**src/rtl/wb_stage_cp0_pkg.sv**
```systemverilog
// Shared types and constants for the write-back stage and its CP0 block.
package wb_stage_cp0_pkg;

  typedef struct packed {
    logic        exc_valid;
    logic [4:0]  exc_code;
    logic [31:0] badvaddr;
    logic        bd;
    logic [4:0]  rd;
    logic        eret;
    logic        mtc0;
    logic        mfc0;
    logic [4:0]  rt;
    logic [31:0] rt_data;
    logic        gr_we;
    logic [4:0]  dest;
    logic [31:0] result;
    logic [31:0] pc;
  } ms_to_ws_t;

  localparam int MS_TO_WS_BUS_WD = $bits(ms_to_ws_t);

  localparam logic [4:0] CP0_BADVADDR = 5'd8;
  localparam logic [4:0] CP0_COUNT    = 5'd9;
  localparam logic [4:0] CP0_COMPARE  = 5'd11;
  localparam logic [4:0] CP0_STATUS   = 5'd12;
  localparam logic [4:0] CP0_CAUSE    = 5'd13;
  localparam logic [4:0] CP0_EPC      = 5'd14;

  localparam logic [4:0] EXC_INT  = 5'd0;
  localparam logic [4:0] EXC_MOD  = 5'd1;
  localparam logic [4:0] EXC_TLBL = 5'd2;
  localparam logic [4:0] EXC_TLBS = 5'd3;
  localparam logic [4:0] EXC_ADEL = 5'd4;
  localparam logic [4:0] EXC_ADES = 5'd5;

  localparam int ST_IE    = 0;
  localparam int ST_EXL   = 1;
  localparam int ST_IM_LO = 8;
  localparam int ST_BEV   = 22;

  localparam int CA_EXC_LO = 2;
  localparam int CA_IP_LO  = 8;
  localparam int CA_TI     = 30;
  localparam int CA_BD     = 31;

  function automatic logic sets_badvaddr(input logic [4:0] code);
    return code inside {EXC_MOD, EXC_TLBL, EXC_TLBS,
                        EXC_ADEL, EXC_ADES};
  endfunction

endpackage

```
**src/rtl/cp0_regs.sv**
```systemverilog
// CP0 register file: BadVAddr, Count, Compare, Status, Cause, EPC.
module cp0_regs
  import wb_stage_cp0_pkg::*;
#(
  parameter int COUNT_DIV = 2
) (
  input  logic        clk,
  input  logic        resetn,
  input  logic        exc_we_i,
  input  logic [4:0]  exc_code_i,
  input  logic        exc_bd_i,
  input  logic [31:0] exc_pc_i,
  input  logic [31:0] exc_badvaddr_i,
  input  logic        eret_we_i,
  input  logic        mtc0_we_i,
  input  logic [4:0]  mtc0_addr_i,
  input  logic [31:0] mtc0_wdata_i,
  input  logic [5:0]  ext_int_i,
  input  logic [4:0]  raddr_i,
  output logic [31:0] rdata_o,
  output logic [31:0] epc_o,
  output logic        int_pending_o
);

  localparam int DIV_W = (COUNT_DIV > 1) ? $clog2(COUNT_DIV) : 1;
  localparam logic [DIV_W-1:0] DIV_MAX = DIV_W'(COUNT_DIV - 1);

  logic [31:0]      badvaddr_q;
  logic [31:0]      count_q;
  logic [31:0]      count_d;
  logic [31:0]      compare_q;
  logic [31:0]      epc_q;
  logic [7:0]       im_q;
  logic             exl_q;
  logic             ie_q;
  logic             bd_q;
  logic             ti_q;
  logic             ti_d;
  logic [7:0]       ip_q;
  logic [4:0]       exccode_q;
  logic [DIV_W-1:0] div_q;
  logic [DIV_W-1:0] div_d;

  logic wr_status;
  logic wr_cause;
  logic wr_epc;
  logic wr_count;
  logic wr_compare;
  logic div_wrap;
  logic count_inc;
  logic ti_set;

  logic [31:0] status_rd;
  logic [31:0] cause_rd;

  assign wr_status  = mtc0_we_i & ~exc_we_i
                    & (mtc0_addr_i == CP0_STATUS);
  assign wr_cause   = mtc0_we_i & ~exc_we_i
                    & (mtc0_addr_i == CP0_CAUSE);
  assign wr_epc     = mtc0_we_i & ~exc_we_i
                    & (mtc0_addr_i == CP0_EPC);
  assign wr_count   = mtc0_we_i & ~exc_we_i
                    & (mtc0_addr_i == CP0_COUNT);
  assign wr_compare = mtc0_we_i & ~exc_we_i
                    & (mtc0_addr_i == CP0_COMPARE);

  assign div_wrap  = (div_q == DIV_MAX);
  assign count_inc = div_wrap & ~wr_count;

  always_comb begin
    div_d = div_q + DIV_W'(1);
    if (wr_count || div_wrap) div_d = '0;
  end

  always_comb begin
    count_d = count_q;
    if (wr_count)       count_d = mtc0_wdata_i;
    else if (count_inc) count_d = count_q + 32'd1;
  end

  // Match only on a Count change, so a stale equality can't re-fire.
  assign ti_set = (count_inc | wr_count)
                & (count_d == compare_q);
  assign ti_d   = ~wr_compare & (ti_q | ti_set);

  assign int_pending_o = ie_q & ~exl_q & |(ip_q & im_q);
  assign epc_o         = epc_q;

  always_comb begin
    status_rd = '0;
    status_rd[ST_BEV] = 1'b1;
    status_rd[ST_IM_LO +: 8] = im_q;
    status_rd[ST_EXL] = exl_q;
    status_rd[ST_IE]  = ie_q;
  end

  always_comb begin
    cause_rd = '0;
    cause_rd[CA_BD] = bd_q;
    cause_rd[CA_TI] = ti_q;
    cause_rd[CA_IP_LO +: 8] = ip_q;
    cause_rd[CA_EXC_LO +: 5] = exccode_q;
  end

  always_comb begin
    rdata_o = '0;
    case (raddr_i)
      CP0_BADVADDR: rdata_o = badvaddr_q;
      CP0_COUNT:    rdata_o = count_q;
      CP0_COMPARE:  rdata_o = compare_q;
      CP0_STATUS:   rdata_o = status_rd;
      CP0_CAUSE:    rdata_o = cause_rd;
      CP0_EPC:      rdata_o = epc_q;
      default:      rdata_o = '0;
    endcase
  end

  always_ff @(posedge clk or negedge resetn) begin
    if (!resetn) begin
      badvaddr_q <= '0;
      count_q    <= '0;
      compare_q  <= '0;
      epc_q      <= '0;
      im_q       <= '0;
      exl_q      <= 1'b0;
      ie_q       <= 1'b0;
      bd_q       <= 1'b0;
      ti_q       <= 1'b0;
      ip_q       <= '0;
      exccode_q  <= '0;
      div_q      <= '0;
    end else begin
      div_q   <= div_d;
      count_q <= count_d;
      ti_q    <= ti_d;
      ip_q[7:2] <= {ext_int_i[5] | ti_d, ext_int_i[4:0]};
      if (wr_cause)   ip_q[1:0] <= mtc0_wdata_i[9:8];
      if (wr_compare) compare_q <= mtc0_wdata_i;

      if (exc_we_i) begin
        exl_q     <= 1'b1;
        exccode_q <= exc_code_i;
        if (!exl_q) bd_q <= exc_bd_i;
        if (sets_badvaddr(exc_code_i))
          badvaddr_q <= exc_badvaddr_i;
      end else if (eret_we_i) begin
        exl_q <= 1'b0;
      end else if (wr_status) begin
        im_q  <= mtc0_wdata_i[ST_IM_LO +: 8];
        exl_q <= mtc0_wdata_i[ST_EXL];
        ie_q  <= mtc0_wdata_i[ST_IE];
      end

      if (exc_we_i && !exl_q)
        epc_q <= exc_bd_i ? exc_pc_i - 32'd4 : exc_pc_i;
      else if (wr_epc)
        epc_q <= mtc0_wdata_i;
    end
  end

endmodule

```
**src/rtl/wb_stage_cp0.sv**
```systemverilog
// Write-back stage: commits rf writes, exceptions, eret and interrupts.
module wb_stage_cp0
  import wb_stage_cp0_pkg::*;
#(
  parameter logic [31:0] EXC_ENTRY = 32'hbfc00380,
  parameter int          COUNT_DIV = 2
) (
  input  logic                       clk,
  input  logic                       resetn,
  input  logic                       ms_to_ws_valid,
  input  logic [MS_TO_WS_BUS_WD-1:0] ms_to_ws_bus,
  output logic                       ws_allowin,
  output logic                       ws_valid,
  output logic [4:0]                 ws_dest,
  output logic [4:0]                 ws_rt,
  output logic [31:0]                ws_rt_value,
  output logic                       ws_reflush,
  output logic [31:0]                ws_flush_pc,
  input  logic [5:0]                 ext_int,
  output logic                       rf_we,
  output logic [4:0]                 rf_waddr,
  output logic [31:0]                rf_wdata
);

  logic      valid_q;
  ms_to_ws_t bus_q;

  logic        int_pending;
  logic        take_exc;
  logic        take_eret;
  logic [4:0]  exc_code;
  logic        mtc0_we;
  logic [31:0] cp0_rdata;
  logic [31:0] epc;
  logic        unused_rt;

  always_ff @(posedge clk or negedge resetn) begin
    if (!resetn) begin
      valid_q <= 1'b0;
      bus_q   <= '0;
    end else begin
      valid_q <= ms_to_ws_valid;
      if (ms_to_ws_valid) bus_q <= ms_to_ws_bus;
    end
  end

  assign take_exc  = valid_q & (bus_q.exc_valid | int_pending);
  assign take_eret = valid_q & bus_q.eret & ~take_exc;
  assign exc_code  = bus_q.exc_valid ? bus_q.exc_code : EXC_INT;
  assign mtc0_we   = valid_q & bus_q.mtc0 & ~take_exc;

  cp0_regs #(
    .COUNT_DIV (COUNT_DIV)
  ) u_cp0 (
    .clk            (clk),
    .resetn         (resetn),
    .exc_we_i       (take_exc),
    .exc_code_i     (exc_code),
    .exc_bd_i       (bus_q.bd),
    .exc_pc_i       (bus_q.pc),
    .exc_badvaddr_i (bus_q.badvaddr),
    .eret_we_i      (take_eret),
    .mtc0_we_i      (mtc0_we),
    .mtc0_addr_i    (bus_q.rd),
    .mtc0_wdata_i   (bus_q.rt_data),
    .ext_int_i      (ext_int),
    .raddr_i        (bus_q.rd),
    .rdata_o        (cp0_rdata),
    .epc_o          (epc),
    .int_pending_o  (int_pending)
  );

  assign ws_allowin  = 1'b1;
  assign ws_valid    = valid_q;
  assign ws_reflush  = take_exc | take_eret;
  assign ws_flush_pc = take_exc ? EXC_ENTRY : epc;

  assign rf_we    = valid_q & bus_q.gr_we & ~take_exc
                  & (bus_q.dest != 5'd0);
  assign rf_waddr = bus_q.dest;
  assign rf_wdata = bus_q.mfc0 ? cp0_rdata : bus_q.result;

  assign ws_dest = (valid_q & bus_q.gr_we) ? bus_q.dest : 5'd0;
  assign ws_rt       = rf_we ? bus_q.dest : 5'd0;
  assign ws_rt_value = rf_wdata;

  assign unused_rt = ^bus_q.rt;

endmodule

```
**config.mk**
```make
export PLATFORM = sky130hd
export DESIGN_NAME = wb_stage_cp0
export DESIGN_NICKNAME = d
export VERILOG_FILES = /design/src/rtl/wb_stage_cp0_pkg.sv /design/src/rtl/cp0_regs.sv /design/src/rtl/wb_stage_cp0.sv
export SDC_FILE = /design/constraint.sdc
export NUM_CORES = 1
export LEC_CHECK = 0
export CAP_MARGIN = 15
export CORE_UTILIZATION = 50
export DETAILED_ROUTE_END_ITERATION = 10
export HOLD_SLACK_MARGIN = 0.02
export PLACE_DENSITY = 0.74
export SYNTH_ARGS = -nofsm -noshare
export SYNTH_HDL_FRONTEND = slang
export SYNTH_SLANG_ARGS = --single-unit
```
**constraint.sdc**
```tcl
create_clock -name clk -period 4.4 [get_ports clk]
set_input_delay 0.88 -clock clk [delete_from_list [all_inputs] [get_ports clk]]
set_output_delay 0.88 -clock clk [all_outputs]
set_load 0.005 [all_outputs]
```
# == After elaboration in Yosys (flattened, before gate mapping) ==
# Index checks and enable logic that the tools add are counted.
# totals
wordCells,98
out_inout_bits,115
register_bits,304
inputBits,163
# op_classes
n_mux,15
n_reduce_logical,11
n_eq_ne,12
bitwise,30
n_addsub,3
# ops
cell,n
2-to-1 mux 32 bit,7
one-hot mux 32 bit (6 select lines),1
"adder 32 x 1 -> 32 bit, second input constant",1
equality test 32 bit,1
"subtractor 32 x 3 -> 32 bit, second input constant",1
"equality test 5 x 4 -> 1 bit, second input constant",6
AND 1 bit,19
2-to-1 mux 5 bit,3
"equality test 5 x 2 -> 1 bit, second input constant",2
"equality test 5 x 3 -> 1 bit, second input constant",2
nonzero test 5 bit,2
AND 8 bit,1
OR reduction 8 bit,1
"equality test 5 x 1 -> 1 bit, second input constant",1
NOT 1 bit,5
OR 1 bit,5
2-to-1 mux 1 bit,4
AND reduction 2 bit,2
AND reduction 3 bit,1
nonzero test 3 bit,1
nonzero test 2 bit,1
"adder 1 bit, second input constant",1
logical AND 1 bit,1
zero test 1 bit,1
logical OR 1 bit,1

# == Depth between registers and ports, before layout ==
# logic_depth
depth_word,18
depth_mapped,12
ltp_nobuf,10

# == Cells and area by module ==
# From an unflattened synthesis, not the netlist that was laid out.
# unflattened
cells_unflattened,1397
hier_area_um2,16100.4
# modules_own_cells
mod,cells_per_inst,area_per_inst_um2,instances
cp0_regs,946,9078.7,1
wb_stage_cp0,451,7021.7,1

# == Worst setup path after synthesis ==
# Ideal clock, no wire load.
# synth_path
path_type,register to register
startpoint,reg bus_q[7] (netlist bit)
endpoint,"reg u_cp0.epc_q[31], in the netlist u_cp0.epc_o[31]"
synth_period_minus_slack_ns,3.128
slack_ns,1.272
arrival_ns,2.991
stages_incl_launch_ff,11
required_time_ns,4.263
setup_ns,0.137
path_cell_list,dfrtp_1 or3_1 or4b_1 or4_1 buf_2 or3_1 or4_1 buf_2 nor4_4 xnor2_1 a21oi_1
# synth_between
elab_chain_len,3
# synth_lines
element,line,source
start: declaration,wb_stage_cp0.sv:26,ms_to_ws_t bus_q;
start signal: assignment,wb_stage_cp0.sv:43,if (ms_to_ws_valid) bus_q <= ms_to_ws_bus;
subtractor 32 x 3 -> 32 bit,cp0_regs.sv:155,epc_q <= exc_bd_i ? exc_pc_i - 32'd4 : exc_pc_i;
2-to-1 mux 32 bit,cp0_regs.sv:155,
2-to-1 mux 32 bit,cp0_regs.sv:154,if (exc_we_i && !exl_q)
end signal: assignment,cp0_regs.sv:155,
end signal: assignment,cp0_regs.sv:157,epc_q <= mtc0_wdata_i;
end: declaration,cp0_regs.sv:32,logic [31:0] epc_q;
# Every way passes these cells.
# A chain may end at the register's enable or synchronous reset.

# == Worst setup path in the final report ==
# layout_path
startpoint,reg bus_q[111] (netlist bit)
endpoint,out rf_wdata[7]
# layout_between
elab_chain_len,3
# layout_lines
element,line,source
equality test 5 x 4 -> 1 bit,cp0_regs.sv:107,case (raddr_i)
one-hot mux 32 bit (6 select lines) *,cp0_regs.sv:107,
2-to-1 mux 32 bit *,wb_stage_cp0.sv:81,assign rf_wdata = bus_q.mfc0 ? cp0_rdata : bus_q.result;
end: declaration,wb_stage_cp0.sv:22,output logic [31:0] rf_wdata
# Mark *: on every way between the ends. The rest lies on a longest branch, timed or not.

==> run_results.csv <==
group,metric,value,unit
status,status,"completed",
placement,post-place-ws,0.727,ns
cts,hold_buffers,0,
setup_path,path_cells,"buf_4 > and2_1 > a221oi_1 > o22ai_1 > clkdlybuf4s50_1",
timing,final.setup.tns,0,ns
final_layout,finalInstanceArea,0.0195,sq mm
setup_path,required,3.52,ns
job,drv_cap,0,
min_path,min_path_type,"in -> async",
logic_synthesis,async_flop_share,100,%
setup_path,slowest_stage,"and2_1",
grt,grt_max_degree,106,
timing,final-hold-violation-count,0,
logic_synthesis,ys_types,65,
setup_path,cp_max_fo,18,
final_layout,final_util,65.0,%
detailed_routing,drc,0,
die,row_count,63,
setup_path,end_kind,"output port",
grt,overflow,0,
grt,track_usage,30.4,%
final_layout,fin_nets,1784,
power_and_ir_drop,irDropWorstVdd,0.314,mV
timing,slew_violations,0,
setup_path,crit_path_start_kind,"flop",
cts,postCtsSetupBuffers,0,
die,chipWidth,177,um
logic_synthesis,yosys.area.top_type,"dfrtp_1",
detailed_routing,drtAntennaViolNets,0,
power_and_ir_drop,p_per_area,460,mW/mm^2
die,start_util,51.4,%
setup_path,slowest_delay,0.67,ns
detailed_routing,vias,12100,
cts,cts-resized-gates,0,
setup_path,reg2reg_setup_slack,0.74,ns
cts,root_buffer,"clkbuf_16",
logic_synthesis,synth_fp_nets,1570,
logic_synthesis,ys_seq_area_share,49.4,%
cts,clockBufferDepth,3,
logic_synthesis,synth_edf_count,0,
detailed_routing,viasPerCell,5.96,
setup_path,worst-setup-path-type,"reg -> out",
logic_synthesis,synth_largest_type_area_fraction,49.4,%
logic_synthesis,synthesis.area,0.0154,sq mm
die,core,0.0300,sq mm
timing,hold_slack,0.375,ns
cts,cts_buffers,35,
cts,cts_tree,"built",
timing,timing.final.ws_setup,0.171,ns
logic_synthesis,yosys-top-cells-area,"dfrtp_1, mux2_2, xnor2_1",
detailed_routing,first_pass_iters,5,
grt,grt_pass1_wl,71.9,mm
timing,setup_viol,0,
logic_synthesis,ys.flop_type,"dfrtp_1",
die,die_h,177,um
detailed_routing,wl_per_cell,23.2,um
timing,period_minus_slack,4.23,ns
final_layout,syn_to_final_growth,26.4,%
logic_synthesis,syn_area_per_cell,11.0,sq um
final_layout,diodes,0,
detailed_routing,wl,47.1,mm
timing,worst_slew_pin_slew,0.947,ns
cts,path_clk_slew,0.06,ns
cts,clock-sinks,304,
die,dieArea,0.0315,sq mm
logic_synthesis,syn_inst,1405,
grt,antenna_found_initial,0,
timing,fin_skew,0.00939,ns
power_and_ir_drop,p_leak,8.04,nW
logic_synthesis,ys_seq_elements,304,
cts,insertion_delay,0.52,ns
placement,dp_hpwl,34.7,mm
cts,h-tree-depth,2,
timing,period_share,96.1,%
detailed_routing,drt-initial-drc-count,1266,
timing,fmax,236,MHz
timing,rsz0062_at_grt,"false",
grt,first_global_vias,12000,
logic_synthesis,yosys_warnings,0,
placement,port_buffers,271,
die,ios,278,
placement,globalplace.congestion,0.896,
setup_path,arrival,3.35,ns
timing,relSlewSlack,36.8,%
placement,placed_cell_area,0.0183,sq mm
final_layout,drive_above_1_share,18.7,%
-- layout make-up --
class | instances | area (sq um)
Inverter | 44 | 165
Timing Repair Buffer | 304 | 3020
Multi-Input combinational cell | 930 | 7020
Sequential cell | 304 | 7610
Tap cell | 390 | 488
Fill cell | 2401 | 10500
Clock inverter | 14 | 149
Clock buffer | 47 | 1010
-- registers in the layout, summed over array words and instances, names as in the netlist, 8 cells and up --
| name | cells |
|---|---|
| u_cp0.im_q | 8 |
| u_cp0.compare_q | 32 |
| u_cp0.ip_q | 8 |
| u_cp0.epc_o | 32 |
| u_cp0.badvaddr_q | 32 |
| u_cp0.count_q | 32 |
| bus_q | 144 |
-- per-layer routing --
layer  GRT usage [%]  routed length [um]
met3            5.29                3660
met4            7.80                 982
met5               0                   0
met2            46.5               21600
met1            44.7               20900
-- kinds of logic after synthesis --
| family | after synthesis | share of synthesized area [%] |
|---|---|---|
| xor gates and xnor gates | 80 | 4.73 |
| other | 1 | 0.0244 |
| muxes | 238 | 17.1 |
| AOI/OAI and AO/OA | 263 | 11.6 |
| and+or+nand+nor | 346 | 11.8 |
| DFF | 304 | 49.4 |
| adders and majority gates | 2 | 0.163 |
| buffers and inverters | 171 | 5.13 |
-- Yosys cell counts, types with 14 or more instances --
master      n
clkbuf_1   78
a22o_1     27
mux2i_1    35
buf_4      38
mux2_2    203
xnor2_1    46
o22ai_1    33
inv_1      44
dfrtp_1   304
a21oi_1    37
and2_1     33
nand2_1    90
a211oi_1   14
xor2_1     32
nor3_1     18
nor4_1     14
nand4_1    14
a221oi_1   20
o21ai_0    68
nand3_1    20
nand2b_1   23
nor2_1     68
-- power by group --
group	internal [mW]	switching, mW
sequential	3.33	0.643
combinational	1.17	0.876
clock	1.74	1.19
-- path summary, 6_finish.rpt --
path,from,to,cells after the start
max reg2reg,bus_q[112]$_DFFE_PN0P_,u_cp0.ip_q[7]$_DFF_PN0_,10
min reg2reg,bus_q[1]$_DFFE_PN0P_,u_cp0.epc_o[1]$_DFFE_PN0P_,2
max in group asynchronous,resetn,bus_q[60]$_DFFE_PN0P_,2
min,resetn,rf_waddr[3]$_DFFE_PN0P_,1
min in group clk,bus_q[1]$_DFFE_PN0P_,u_cp0.epc_o[1]$_DFFE_PN0P_,2
max,bus_q[111]$_DFFE_PN0P_,rf_wdata[7],5
-- cells in the final DEF (no fill, tap or decap), types with 37 or more instances in the layout --
cell             count
inv_1               44
nor2_1              67
clkdlybuf4s50_1    269
nand2_1             90
o21ai_0             68
mux2_2             203
a21oi_1             37
xnor2_1             46
dfrtp_1            304
-- critical path: cells and delay by family, from the launching register on --
| family | cells | cell delay [ns] |
|---|---|---|
| AO/OA/AOI/OAI | 2 | 0.56 |
| buffers and inverters | 2 | 0.94 |
| AND/OR/NAND/NOR | 1 | 0.67 |
| flip-flops | 1 | 0.66 |
-- through the flow --
stage               cells  total power, mW
floorplan            1405             4.97
global placement     1972             5.97
detailed placement   1972             6.03
CTS                  2033             8.96
global route         2033             9.30
finish               2033             8.95
Power figures use the tool's default switching activity.
